==> src/rtl/spi_master_pkg.sv <==
// Shared SPI master definitions: FSM state encoding, frame size and mode constants.
package spi_pkg;

    localparam int unsigned SPI_FRAME_BITS = 8;
    localparam logic        CPOL           = 1'b0;
    localparam logic        CPHA           = 1'b0;

    typedef enum logic [2:0] {
        IDLE,
        SETUP,
        XFER,
        WAIT,
        HOLD,
        GAP
    } spi_state_t;

endpackage

==> src/rtl/spi_master_clkgen.sv <==
// SPI clock generator: half-period counter and sclk register, held at idle level while disabled.
// sclk_rise/sclk_fall flag the clk edge on which sclk changes, so callers act on the same edge.
import spi_pkg::*;

module spi_master_clkgen #(
    parameter int unsigned CLK_DIV = 10
) (
    input  logic clk,
    input  logic rst_n,
    input  logic en,
    output logic sclk,
    output logic sclk_rise,
    output logic sclk_fall
);

    logic [15:0] cnt;
    logic        wrap;

    assign wrap      = en && (cnt == 16'(CLK_DIV - 1));
    assign sclk_rise = wrap && (sclk == CPOL);
    assign sclk_fall = wrap && (sclk != CPOL);

    always_ff @(posedge clk) begin
        if (!rst_n || !en) begin
            cnt  <= '0;
            sclk <= CPOL;
        end else if (wrap) begin
            cnt  <= '0;
            sclk <= ~sclk;
        end else begin
            cnt <= cnt + 16'd1;
        end
    end

endmodule

==> src/rtl/spi_master.sv <==
// SPI mode 0 master, MSB first, 8-bit frames, multi-byte transactions framed by tx_last.
// Define SPI_MASTER_LOOPBACK_EN to sample the registered mosi instead of the miso pin.
import spi_pkg::*;

module spi_master #(
    parameter int unsigned CLK_DIV  = 10,
    parameter int unsigned SS_SETUP = 4,
    parameter int unsigned SS_HOLD  = 4,
    parameter int unsigned SS_IDLE  = 2
) (
    input  logic       clk,
    input  logic       rst_n,
    input  logic [7:0] tx_data,
    input  logic       tx_valid,
    input  logic       tx_last,
    output logic       tx_ready,
    output logic [7:0] rx_data,
    output logic       rx_valid,
    output logic       busy,
    output logic       done,
    output logic       sclk,
    output logic       ss,
    output logic       mosi,
    input  logic       miso
);

    spi_state_t state;
    logic [7:0] tx_sr;
    logic [7:0] rx_sr;
    logic [2:0] bit_cnt;
    logic [7:0] cnt;
    logic       last_q;
    logic       clk_en;
    logic       sclk_rise;
    logic       sclk_fall;
    logic       miso_s;
    logic       accept;

    assign clk_en = (state == XFER);
    assign accept = tx_valid && tx_ready;

`ifdef SPI_MASTER_LOOPBACK_EN
    assign miso_s = mosi;
`else
    assign miso_s = miso;
`endif

    spi_master_clkgen #(
        .CLK_DIV(CLK_DIV)
    ) u_clkgen (
        .clk      (clk),
        .rst_n    (rst_n),
        .en       (clk_en),
        .sclk     (sclk),
        .sclk_rise(sclk_rise),
        .sclk_fall(sclk_fall)
    );

    always_ff @(posedge clk) begin
        if (!rst_n) begin
            state    <= IDLE;
            ss       <= 1'b1;
            mosi     <= 1'b0;
            tx_ready <= 1'b0;
            rx_data  <= '0;
            rx_valid <= 1'b0;
            busy     <= 1'b0;
            done     <= 1'b0;
            tx_sr    <= '0;
            rx_sr    <= '0;
            bit_cnt  <= '0;
            cnt      <= '0;
            last_q   <= 1'b0;
        end else begin
            rx_valid <= 1'b0;
            done     <= 1'b0;
            case (state)
                IDLE: begin
                    if (accept) begin
                        tx_sr    <= tx_data;
                        last_q   <= tx_last;
                        mosi     <= tx_data[7];
                        ss       <= 1'b0;
                        busy     <= 1'b1;
                        tx_ready <= 1'b0;
                        cnt      <= '0;
                        state    <= SETUP;
                    end else begin
                        tx_ready <= 1'b1;
                    end
                end
                SETUP: begin
                    if (cnt == 8'(SS_SETUP)) begin
                        cnt     <= '0;
                        bit_cnt <= '0;
                        state   <= XFER;
                    end else begin
                        cnt <= cnt + 8'd1;
                    end
                end
                XFER: begin
                    if (sclk_rise) begin
                        rx_sr <= {rx_sr[6:0], miso_s};
                    end
                    if (sclk_fall) begin
                        tx_sr   <= {tx_sr[6:0], 1'b0};
                        mosi    <= tx_sr[6];
                        bit_cnt <= bit_cnt + 3'd1;
                        if (bit_cnt == 3'(SPI_FRAME_BITS - 1)) begin
                            rx_data  <= rx_sr;
                            rx_valid <= 1'b1;
                            cnt      <= '0;
                            state    <= last_q ? HOLD : WAIT;
                        end
                    end
                end
                // tx_ready rises one cycle into WAIT so an accept never shares a cycle with rx_valid
                WAIT: begin
                    if (accept) begin
                        tx_sr    <= tx_data;
                        last_q   <= tx_last;
                        mosi     <= tx_data[7];
                        tx_ready <= 1'b0;
                        bit_cnt  <= '0;
                        state    <= XFER;
                    end else begin
                        tx_ready <= 1'b1;
                    end
                end
                HOLD: begin
                    if (cnt == 8'(SS_HOLD - 1)) begin
                        ss    <= 1'b1;
                        done  <= 1'b1;
                        cnt   <= '0;
                        state <= GAP;
                    end else begin
                        cnt <= cnt + 8'd1;
                    end
                end
                GAP: begin
                    if (cnt == 8'(SS_IDLE - 1)) begin
                        busy     <= 1'b0;
                        tx_ready <= 1'b1;
                        cnt      <= '0;
                        state    <= IDLE;
                    end else begin
                        cnt <= cnt + 8'd1;
                    end
                end
                default: begin
                    state <= IDLE;
                end
            endcase
        end
    end

endmodule

==> config.mk <==
export PLATFORM = sky130hd
export DESIGN_NAME = spi_master
export DESIGN_NICKNAME = d
export VERILOG_FILES = /design/src/rtl/spi_master_pkg.sv /design/src/rtl/spi_master_clkgen.sv /design/src/rtl/spi_master.sv
export SDC_FILE = /design/constraint.sdc
export NUM_CORES = 1
export LEC_CHECK = 0
export ABC_AREA = 1
export ABC_CLOCK_PERIOD_IN_PS = 4100
export BUFFER_PORTS_ARGS = -buffer_cell sky130_fd_sc_hd__buf_2
export CORE_ASPECT_RATIO = 1.25
export CORE_UTILIZATION = 60
export DETAILED_ROUTE_END_ITERATION = 12
export PLACE_DENSITY = 0.82
export SLEW_MARGIN = 20
export SYNTH_ARGS = -nofsm -noshare
export SYNTH_HDL_FRONTEND = slang
export SYNTH_HIERARCHICAL = 1
export SYNTH_SLANG_ARGS = --single-unit
==> constraint.sdc <==
create_clock -name clk -period 4.1 [get_ports clk]
set_input_delay 0.205 -clock clk [delete_from_list [all_inputs] [get_ports clk]]
set_output_delay 0.205 -clock clk [all_outputs]
set_load 0.03 [all_outputs]
==> reports/summary.txt, run 1 <==
Synth Area per Inst: 7.190 um2
count of buffers from port buffering: 27
initial antenna violation count: 0
Final Core Density: 0.6872
vias in the first global route: 2522
P&R area growth vs syn: 11.07%
IR drop worst, VDD: 0.4191 mV
Post-DP Area: 3267 um2
layout cells sized above 1: 0.1970
Max Freq: 405.7 MHz
Resize count post-CTS: 0
syn_nets: 454
CTS max path bufs: 2
NumNets Final: 482
Diodes inserted: 0
Finished Cell Area: 3466 um2
Slew @ Worst Pin: 0.5110 ns
Crit Path Category: register to register
relative slew slack: 0.6572
iteration-0 DRC count of the detailed router: 106
EDFF count, synth: 0
Filler cells: 420
Post-CTS Setup Bufs: 0
DRT antenna net count: 0
RSZ-0062 raised after global routing: false
wire length of the first global-routing pass: 10.33 mm
worst min-delay path class: input port to register
row count: 29
TritonCTS clock tree: done
crit path max fanout: 15
Non-Filler Instances: 529
placed insts: 513
Most used DFF post-synth: dfxtp_1
Arrival @ worst endpoint: 2.68 ns
CTS H-tree lvls: 3
die height: 82.63 um
multi-input logic area: 1678 um2
Worst Path Required: 4.31 ns
Final setup viols: 0
Hold Vio Cnt, Final: 0
DR WL/cell: 11.33 um
ranking of synthesized cells by area: dfxtp_1, nand2_1, nor2_1
setup_tns: 0 ns
TritonCTS buffer count: 9
die area: 5495 um2
largest net degree at the start of global routing: 26
Synth Instances: 434
Synth cell types: 36
Slew Viols, Final: 0
root buf cell: clkbuf_8
Pleak: 1.412 nW
status: finished clean
post-synth top area cell: dfxtp_1
Hold Buf Count CTS: 0
minimum clock period: 2.465 ns
worst clock skew: 0.007743 ns
Die X: 66.51 um
crit end category: register
Routed Wire Length: 5.996 mm
Seq/Total Area, Yosys: 0.3913
top cell type's share of synthesized area: 0.3913
CTS sink cnt: 61
Syn. warnings: 6
total chip power: 0.001824 W
flops & latches, synth: 61
global route total overflow: 0
number of max-cap violations: 0
clock-pin slew on the worst setup and hold paths: 0.07 ns
Worst Setup Start Kind: register
total number of vias: 2787
synthesized cell area: 3120 um2
Via density: 5.268
starting density of the core: 0.6187
fin crit share: 0.6012
Clk Latency, worst-skew pair: 0.35 ns
Core Area: 5044 um2
Detail Placement HPWL: 4.506 mm
pwr dens: 526.1 nW/um2
routability cong.: 0.9073
drt first pass iters: 4
GRT Overall Usage: 0.2506
IO Count: 28
drt drc: 0
storage element area: 1221 um2
asr flop ratio synth: 0
-- cell usage in the layout, fill, tap and decap left out, types with 4 or more instances in the layout --
cell type and instances:
nand3_1 38, buf_2 27, inv_1 31, clkbuf_8 9, ha_1 7, o21ai_0 17, xor2_1 4, nand2_2 6
a21oi_1 31, nor2_2 9, a21oi_2 4, nand4_1 7, nor2_1 69, nand3_2 6, nand2_4 6, dfxtp_1 61
inv_2 8, nand2_1 98
-- layer usage --
metal	global-route usage	share of wire	up-vias
li1	-	-	1448
met5	0	0	-
met3	0.05907	0.039	14
met4	0.1489	0.024	0
met1	0.2631	0.42	1277
met2	0.4510	0.52	48
-- logic make-up (layout without fill, tap and decap cells) --
family,count (synthesis),in the layout,synth area share
buffers and inverters,51,84,0.07097
and+or+nand+nor,246,246,0.3713
AOI/OAI and AO/OA,62,62,0.1187
DFF,61,61,0.3913
adders and majority gates,7,7,0.02807
xor gates and xnor gates,7,7,0.01965
-- cells in the mapped netlist, types with 7 or more instances --
cell type	instances
nand3_1	38
inv_1	31
nor2_1	69
nor2_2	9
ha_1	7
nand2_1	98
a21oi_1	31
dfxtp_1	61
inv_2	8
o21ai_0	17
nand4_1	7
-- worst max-delay path, cell delays in order (launching register included) --
cell	delay [ns]
dfxtp_1	0.45
nor2_8	0.20
nand2_4	0.09
inv_2	0.22
nand3_1	0.11
nor2_1	0.20
nand2_2	0.13
nor2_1	0.42
nand2_1	0.30
nand2_1	0.12
a21oi_1	0.08
-- flip-flops by register name, indices dropped and copies added, names as in the netlist --
register / cells
u_clkgen/sclk: 1
bit_cnt: 3
cnt: 8
done: 1
state: 3
last_q: 1
tx_sr: 7
rx_sr: 8
tx_ready: 1
rx_valid: 1
u_clkgen/cnt: 16
mosi: 1
ss: 1
rx_data: 8
busy: 1
-- worst paths after layout --
path                            startpoint         end  slack (ns)  depth (start not counted)
worst max register to register    state[0]    rx_sr[3]        1.64                         10
worst max-delay path              state[0]    rx_sr[3]        1.64                         10
worst min-delay path            tx_data[0]    tx_sr[0]        0.12                          3
worst min register to register  rx_data[2]  rx_data[2]        0.45                          2
-- through the flow --
stage	hold WS, ns	setup slack (ns)
global placement	0.4302	1.798
CTS	0.1159	1.645
detailed placement	0.4377	1.647
finish	0.1216	1.635
floorplan	0.3434	1.906
global route	0.1332	1.334
-- area by class of cell --
type,instances,share of cell area
Inverter,41,0.04477
Tap cell,62,0.02238
Multi-Input combinational cell,322,0.4841
Timing Repair Buffer,27,0.03899
Clock inverter,6,0.02058
Sequential cell,61,0.3523
Clock buffer,10,0.03682
-- power by group --
group	internal, W	switching [W]	total, W
Clock	0.000286	0.000248	0.000534
Combinational	0.000186	0.000392	0.000577
Sequential	0.000653	0.0000596	0.000712
Total	0.00112	0.000700	0.00182
No activity file was read; power rests on OpenSTA's default activity.
==> inputs of run 2 (changes only) <==
--- a/config.mk
+++ b/config.mk
@@ -5,13 +5,13 @@
 export SDC_FILE = /design/constraint.sdc
 export NUM_CORES = 1
 export LEC_CHECK = 0
-export ABC_AREA = 1
-export ABC_CLOCK_PERIOD_IN_PS = 4100
+export ABC_AREA = 0
+export ABC_CLOCK_PERIOD_IN_PS = 2050
 export BUFFER_PORTS_ARGS = -buffer_cell sky130_fd_sc_hd__buf_2
 export CORE_ASPECT_RATIO = 1.25
-export CORE_UTILIZATION = 60
+export CORE_UTILIZATION = 53
 export DETAILED_ROUTE_END_ITERATION = 12
-export PLACE_DENSITY = 0.82
+export PLACE_DENSITY = 0.77
 export SLEW_MARGIN = 20
 export SYNTH_ARGS = -nofsm -noshare
 export SYNTH_HDL_FRONTEND = slang
==> constraint.sdc (replaced) <==
create_clock -name clk -period 2.05 [get_ports clk]
set_input_delay 0.1025 -clock clk [delete_from_list [all_inputs] [get_ports clk]]
set_output_delay 0.1025 -clock clk [all_outputs]
set_load 0.03 [all_outputs]
==> reports/summary.txt, run 2 <==
largest family of logic cells by synthesized area: simple AND/OR/NAND/NOR gates
Most used DFF post-synth: dfxtp_1
vias in the first global route: 2422
count of buffers from port buffering: 27
CTS H-tree lvls: 3
asr flop ratio synth: 0
CTS max path bufs: 2
iteration-0 DRC count of the detailed router: 159
Flop pwr share: 0.486
Worst Path Required: 2.31 ns
status: finished, violations left
Routed Wire Length: 6.119 mm
pwr dens: 734.6 nW/um2
wire length of the first global-routing pass: 10.16 mm
number of max-cap violations: 0
Clk Latency, worst-skew pair: 0.35 ns
Logic pwr share: 0.150
switching share of power: 0.2904
Synth Instances: 330
Diodes inserted: 0
adder-cell share of the synthesized area: 0.03007
relative slew slack: 0.6481
Max Freq: 478.2 MHz
Arrival @ worst endpoint: 2.35 ns
IO Count: 28
Seq/Total Area, Yosys: 0.4192
NumNets Final: 398
setup_tns: -0.1021 ns
CTS sink cnt: 61
Largest Register: u_clkgen/cnt
layout cells sized above 1: 0.2533
Synth cell types: 49
final hold slack: 0.1032 ns
final setup margin: -0.04102 ns
die height: 84.89 um
TritonCTS clock tree: done
Crit Path Category: register to register
Worst Setup Start Kind: register
Final setup viols: 4
simple-gate share of the synthesized area: 0.2844
Net Switching: 0.0007537 W
Die X: 68.31 um
RSZ-0062 raised after global routing: true
drt first pass iters: 4
Pleak: 1.350 nW
Core Area: 5189 um2
Syn. warnings: 6
drt drc: 0
failing checks: setup timing
Hold Vio Cnt, Final: 0
row count: 29
crit end category: register
P&R area growth vs syn: 21.31%
IR drop worst, VDD: 0.4019 mV
Largest register FFs: 16
ranking of synthesized cells by area: dfxtp_1, nand2_1, a21oi_1
Synth Area per Inst: 8.827 um2
Final Core Density: 0.6810
DR WL/cell: 13.75 um
largest net degree at the start of global routing: 35
fin crit share: 1.020
root buf cell: clkbuf_8
worst min-delay path class: input port to register
most frequent cell after synthesis: dfxtp_1
storage element area: 1225 um2
syn_nets: 350
top cell type's share of synthesized area: 0.4192
clock-pin slew on the worst setup and hold paths: 0.08 ns
most frequent cells after synthesis: dfxtp_1, nand2_1, nor2_1, a21oi_1, nand3_1
EDFF count, synth: 0
starting density of the core: 0.5614
Slew Viols, Final: 0
post-synth top area cell: dfxtp_1
multiplexer area fraction after synthesis: 0.03093
worst clock skew: 0.01055 ns
Clk pwr share: 0.364
commonest non-fill, non-tap cell in the layout: dfxtp_1
Detail Placement HPWL: 4.127 mm
GRT Overall Usage: 0.2329
initial antenna violation count: 0
die area: 5798 um2
TritonCTS buffer count: 9
Via density: 5.670
minimum clock period: 2.091 ns
most frequent cells in the layout: dfxtp_1, nand2_1, nor2_1
xor and xnor area share after synthesis: 0.05412
routability cong.: 0.8196
Filler cells: 407
Cell Int Power: 0.001842 W
crit path max fanout: 8
total number of vias: 2523
flops & latches, synth: 61
synthesized cell area: 2913 um2
Post-DP Area: 3244 um2
worst slack at placement: 0.01304 ns
global route total overflow: 0
Synth Area in Compound Gates: 0.1456
multi-input logic area: 1664 um2
Finished Cell Area: 3533 um2
Slew @ Worst Pin: 0.5273 ns
DRT antenna net count: 0
[run 2: changes by cell type after synthesis, sizes merged, moves of 11 or more]
| cell | delta |
|---|---|
| nand2 | -62 |
| nor2 | -48 |
| inv | -30 |
| nand3 | -26 |
| a211oi | +11 |
| a21oi | -11 |
[run 2: critical path: stages, from the launching register on]
cell,delay (ns)
dfxtp_2,0.34
nor3b_4,0.21
nor4b_4,0.21
nand4_1,0.16
nor2_2,0.19
a21oi_2,0.11
a221oi_4,0.35
buf_12,0.17
nor2_1,0.05
a211oi_1,0.22
[run 2: kinds of logic (layout without fill, tap and decap cells)]
kind of cell | count (synthesis) | in the layout
simple gates | 147 | 147
compound gates | 64 | 64
flops | 61 | 61
buf+inv | 24 | 77
xor+xnor | 18 | 18
mux | 9 | 9
fa+ha+maj | 7 | 7
[run 2: path summary, 6_finish.rpt]
kind	from	endpoint	slack, ns	depth (start not counted)
setup / recovery	state[0]	tx_sr[5]	-0.04	9
hold / removal	tx_data[7]	mosi	0.10	3
setup reg to reg	state[0]	tx_sr[5]	-0.04	9
hold reg to reg	rx_data[6]	rx_data[6]	0.45	2
[run 2: through the flow]
step | power, W | cells
finish | 0.002595 | 445
global route | 0.002727 | 445
CTS | 0.002574 | 443
detailed placement | 0.001627 | 424
global placement | 0.001618 | 424
floorplan | 0.001538 | 330
[run 2: what timing repair did]
action / CTS / global route
hold endpoints to repair: 3 / 0
hold buffers: 3 / 0
resized for setup: 0 / 14
setup buffers: 0 / 1
endpoints found under the setup margin: 0 / 23
[run 2: power by group through the flow]
stage / sequential [W] / clock, W / combinational [W]
floorplan: 0.00130 / 0 / 0.000235
global placement: 0.00128 / 0 / 0.000335
detailed placement: 0.00129 / 0 / 0.000342
CTS: 0.00126 / 0.000968 / 0.000348
global route: 0.00127 / 0.00103 / 0.000427
finish: 0.00126 / 0.000945 / 0.000389
[run 2: cell type report]
class                      count  area share
sequential                    61      0.3467
multi-input combinational    245      0.4710
timing repair buffer          51     0.09986
clock inverter                 7     0.01487
clock buffer                   9     0.03506
inverter                      10     0.01062
tap                           62     0.02195
[run 2: routing by layer]
layer / share of wire / vias to the layer above / track usage
met1: 0.43 / 1184 / 0.2628
met4: 0.025 / 0 / 0.1212
li1: - / 1262 / -
met3: 0.037 / 17 / 0.07392
met2: 0.51 / 60 / 0.3806
met5: 0 / - / 0
==> inputs of run 3 (changes only) <==
--- a/config.mk
+++ b/config.mk
@@ -9,9 +9,9 @@
 export ABC_CLOCK_PERIOD_IN_PS = 2050
 export BUFFER_PORTS_ARGS = -buffer_cell sky130_fd_sc_hd__buf_2
 export CORE_ASPECT_RATIO = 1.25
-export CORE_UTILIZATION = 53
+export CORE_UTILIZATION = 41
 export DETAILED_ROUTE_END_ITERATION = 12
-export PLACE_DENSITY = 0.77
+export PLACE_DENSITY = 0.63
 export SLEW_MARGIN = 20
 export SYNTH_ARGS = -nofsm -noshare
 export SYNTH_HDL_FRONTEND = slang
==> reports/summary.txt, run 3 (synthesis gave the netlist of run 2 again) <==
die area: 7448 um2
Diodes inserted: 0
setup_tns: 0 ns
clock-pin slew on the worst setup and hold paths: 0.07 ns
row count: 34
Slew @ Worst Pin: 0.4779 ns
Post-DP Area: 3309 um2
total number of vias: 2416
Worst Path Required: 2.27 ns
IR drop worst, VDD: 0.3040 mV
drt first pass iters: 4
iteration-0 DRC count of the detailed router: 127
CTS sink cnt: 61
status: finished clean
die height: 96.24 um
global route total overflow: 0
initial antenna violation count: 0
Largest register FFs: 16
Crit Path Category: register to register
GRT Overall Usage: 0.1788
TritonCTS clock tree: done
Core Area: 6934 um2
routability cong.: 0.7889
Max Freq: 515.2 MHz
relative slew slack: 0.6811
placed insts: 456
vias in the first global route: 2307
Routed Wire Length: 5.987 mm
fin crit share: 0.9467
Via density: 5.097
Worst Setup Start Kind: register
CTS max path bufs: 2
largest net degree at the start of global routing: 26
Cell Int Power: 0.001945 W
layout cells sized above 1: 0.2552
Logic pwr share: 0.133
Arrival @ worst endpoint: 2.16 ns
commonest non-fill, non-tap cell in the layout: dfxtp_1
Clk pwr share: 0.397
Net Switching: 0.0007334 W
wire length of the first global-routing pass: 10.34 mm
Flop pwr share: 0.470
Filler cells: 635
Hold Vio Cnt, Final: 0
Final setup viols: 0
P&R area growth vs syn: 22.59%
IO Count: 28
crit path max fanout: 4
switching share of power: 0.2739
Die X: 77.39 um
Largest Register: u_clkgen/cnt
pwr dens: 750.0 nW/um2
worst slack at placement: -0.04818 ns
Slew Viols, Final: 0
worst clock skew: 0.01084 ns
Non-Filler Instances: 474
count of buffers from port buffering: 27
Detail Placement HPWL: 4.195 mm
drt drc: 0
most frequent cells in the layout: dfxtp_1, nand2_1, nor2_1
number of max-cap violations: 0
Clk Latency, worst-skew pair: 0.35 ns
Finished Cell Area: 3571 um2
crit end category: register
RSZ-0062 raised after global routing: true
root buf cell: clkbuf_8
minimum clock period: 1.941 ns
final setup margin: 0.1092 ns
Pleak: 1.351 nW
NumNets Final: 399
starting density of the core: 0.4201
DR WL/cell: 12.63 um
TritonCTS buffer count: 9
DRT antenna net count: 0
CTS H-tree lvls: 3
worst min-delay path class: input port to register
-- run 3: layer usage --
| metal | wire length [um] | GRT usage | up-vias | share of wire |
|---|---|---|---|---|
| met1 | 2657 | 0.2072 | 1095 | 0.44 |
| met5 | 0 | 0 | - | 0 |
| li1 | - | - | 1265 | - |
| met4 | 144 | 0.1085 | 0 | 0.024 |
| met2 | 2957 | 0.3038 | 43 | 0.49 |
| met3 | 228 | 0.03791 | 13 | 0.038 |
-- run 3: power groups by stage --
stage	Sequential [W]	Combinational (W)	Clock, W
after floorplan	0.00130	0.000235	0
after global placement	0.00128	0.000340	0
after detailed placement	0.00129	0.000344	0
after CTS	0.00126	0.000350	0.00110
after global routing	0.00126	0.000393	0.00116
final	0.00126	0.000356	0.00106
-- run 3: final timing paths --
check / start / endpoint / slack (ns) / depth (start not counted)
hold reg to reg: rx_sr[7] / rx_data[7] / 0.45 / 2
setup reg to reg: u_clkgen/cnt[1] / state[0] / 0.11 / 12
hold / removal: tx_data[0] / tx_sr[0] / 0.02 / 3
setup / recovery: u_clkgen/cnt[1] / state[0] / 0.11 / 12
-- run 3: repair_timing --
action                                  4_1_cts  5_1_grt
resized for setup                             3       12
pin swaps                                     0        5
endpoints found under the setup margin        8       23
hold buffers                                  1        0
buffers inserted                              0        1
endpoints found under the hold margin         1        0
-- run 3: metrics by stage --
| step | hold WS, ns | utilization | power, W |
|---|---|---|---|
| after floorplan | 0.2385 | - | 0.001538 |
| after global placement | 0.3397 | 0.4773 | 0.001625 |
| after detailed placement | 0.3630 | 0.4773 | 0.001629 |
| after CTS | 0.003477 | 0.5092 | 0.002710 |
| after global routing | 0.005574 | 0.5150 | 0.002812 |
| final | 0.02236 | 0.5150 | 0.002678 |
-- run 3: cell type report --
class                   instances  area [um2]  share of cell area
clock buffers                   9       123.9             0.03469
clock inverters                 7       75.07             0.02102
inverters                      10       37.54             0.01051
multi-input cells             245        1655              0.4636
flip-flops and latches         61        1225              0.3430
well taps                      90       112.6             0.03153
repair buffers                 52       341.6             0.09566
-- run 3: worst max-delay path: stages (launching register included) --
cell	delay (ns)
dfxtp_2	0.33
inv_1	0.04
ha_1	0.16
nor4b_2	0.15
buf_4	0.12
nand4_1	0.12
nor2_2	0.06
buf_4	0.13
and2_4	0.16
buf_6	0.11
and3_4	0.17
a2111oi_2	0.20
a211oi_1	0.08
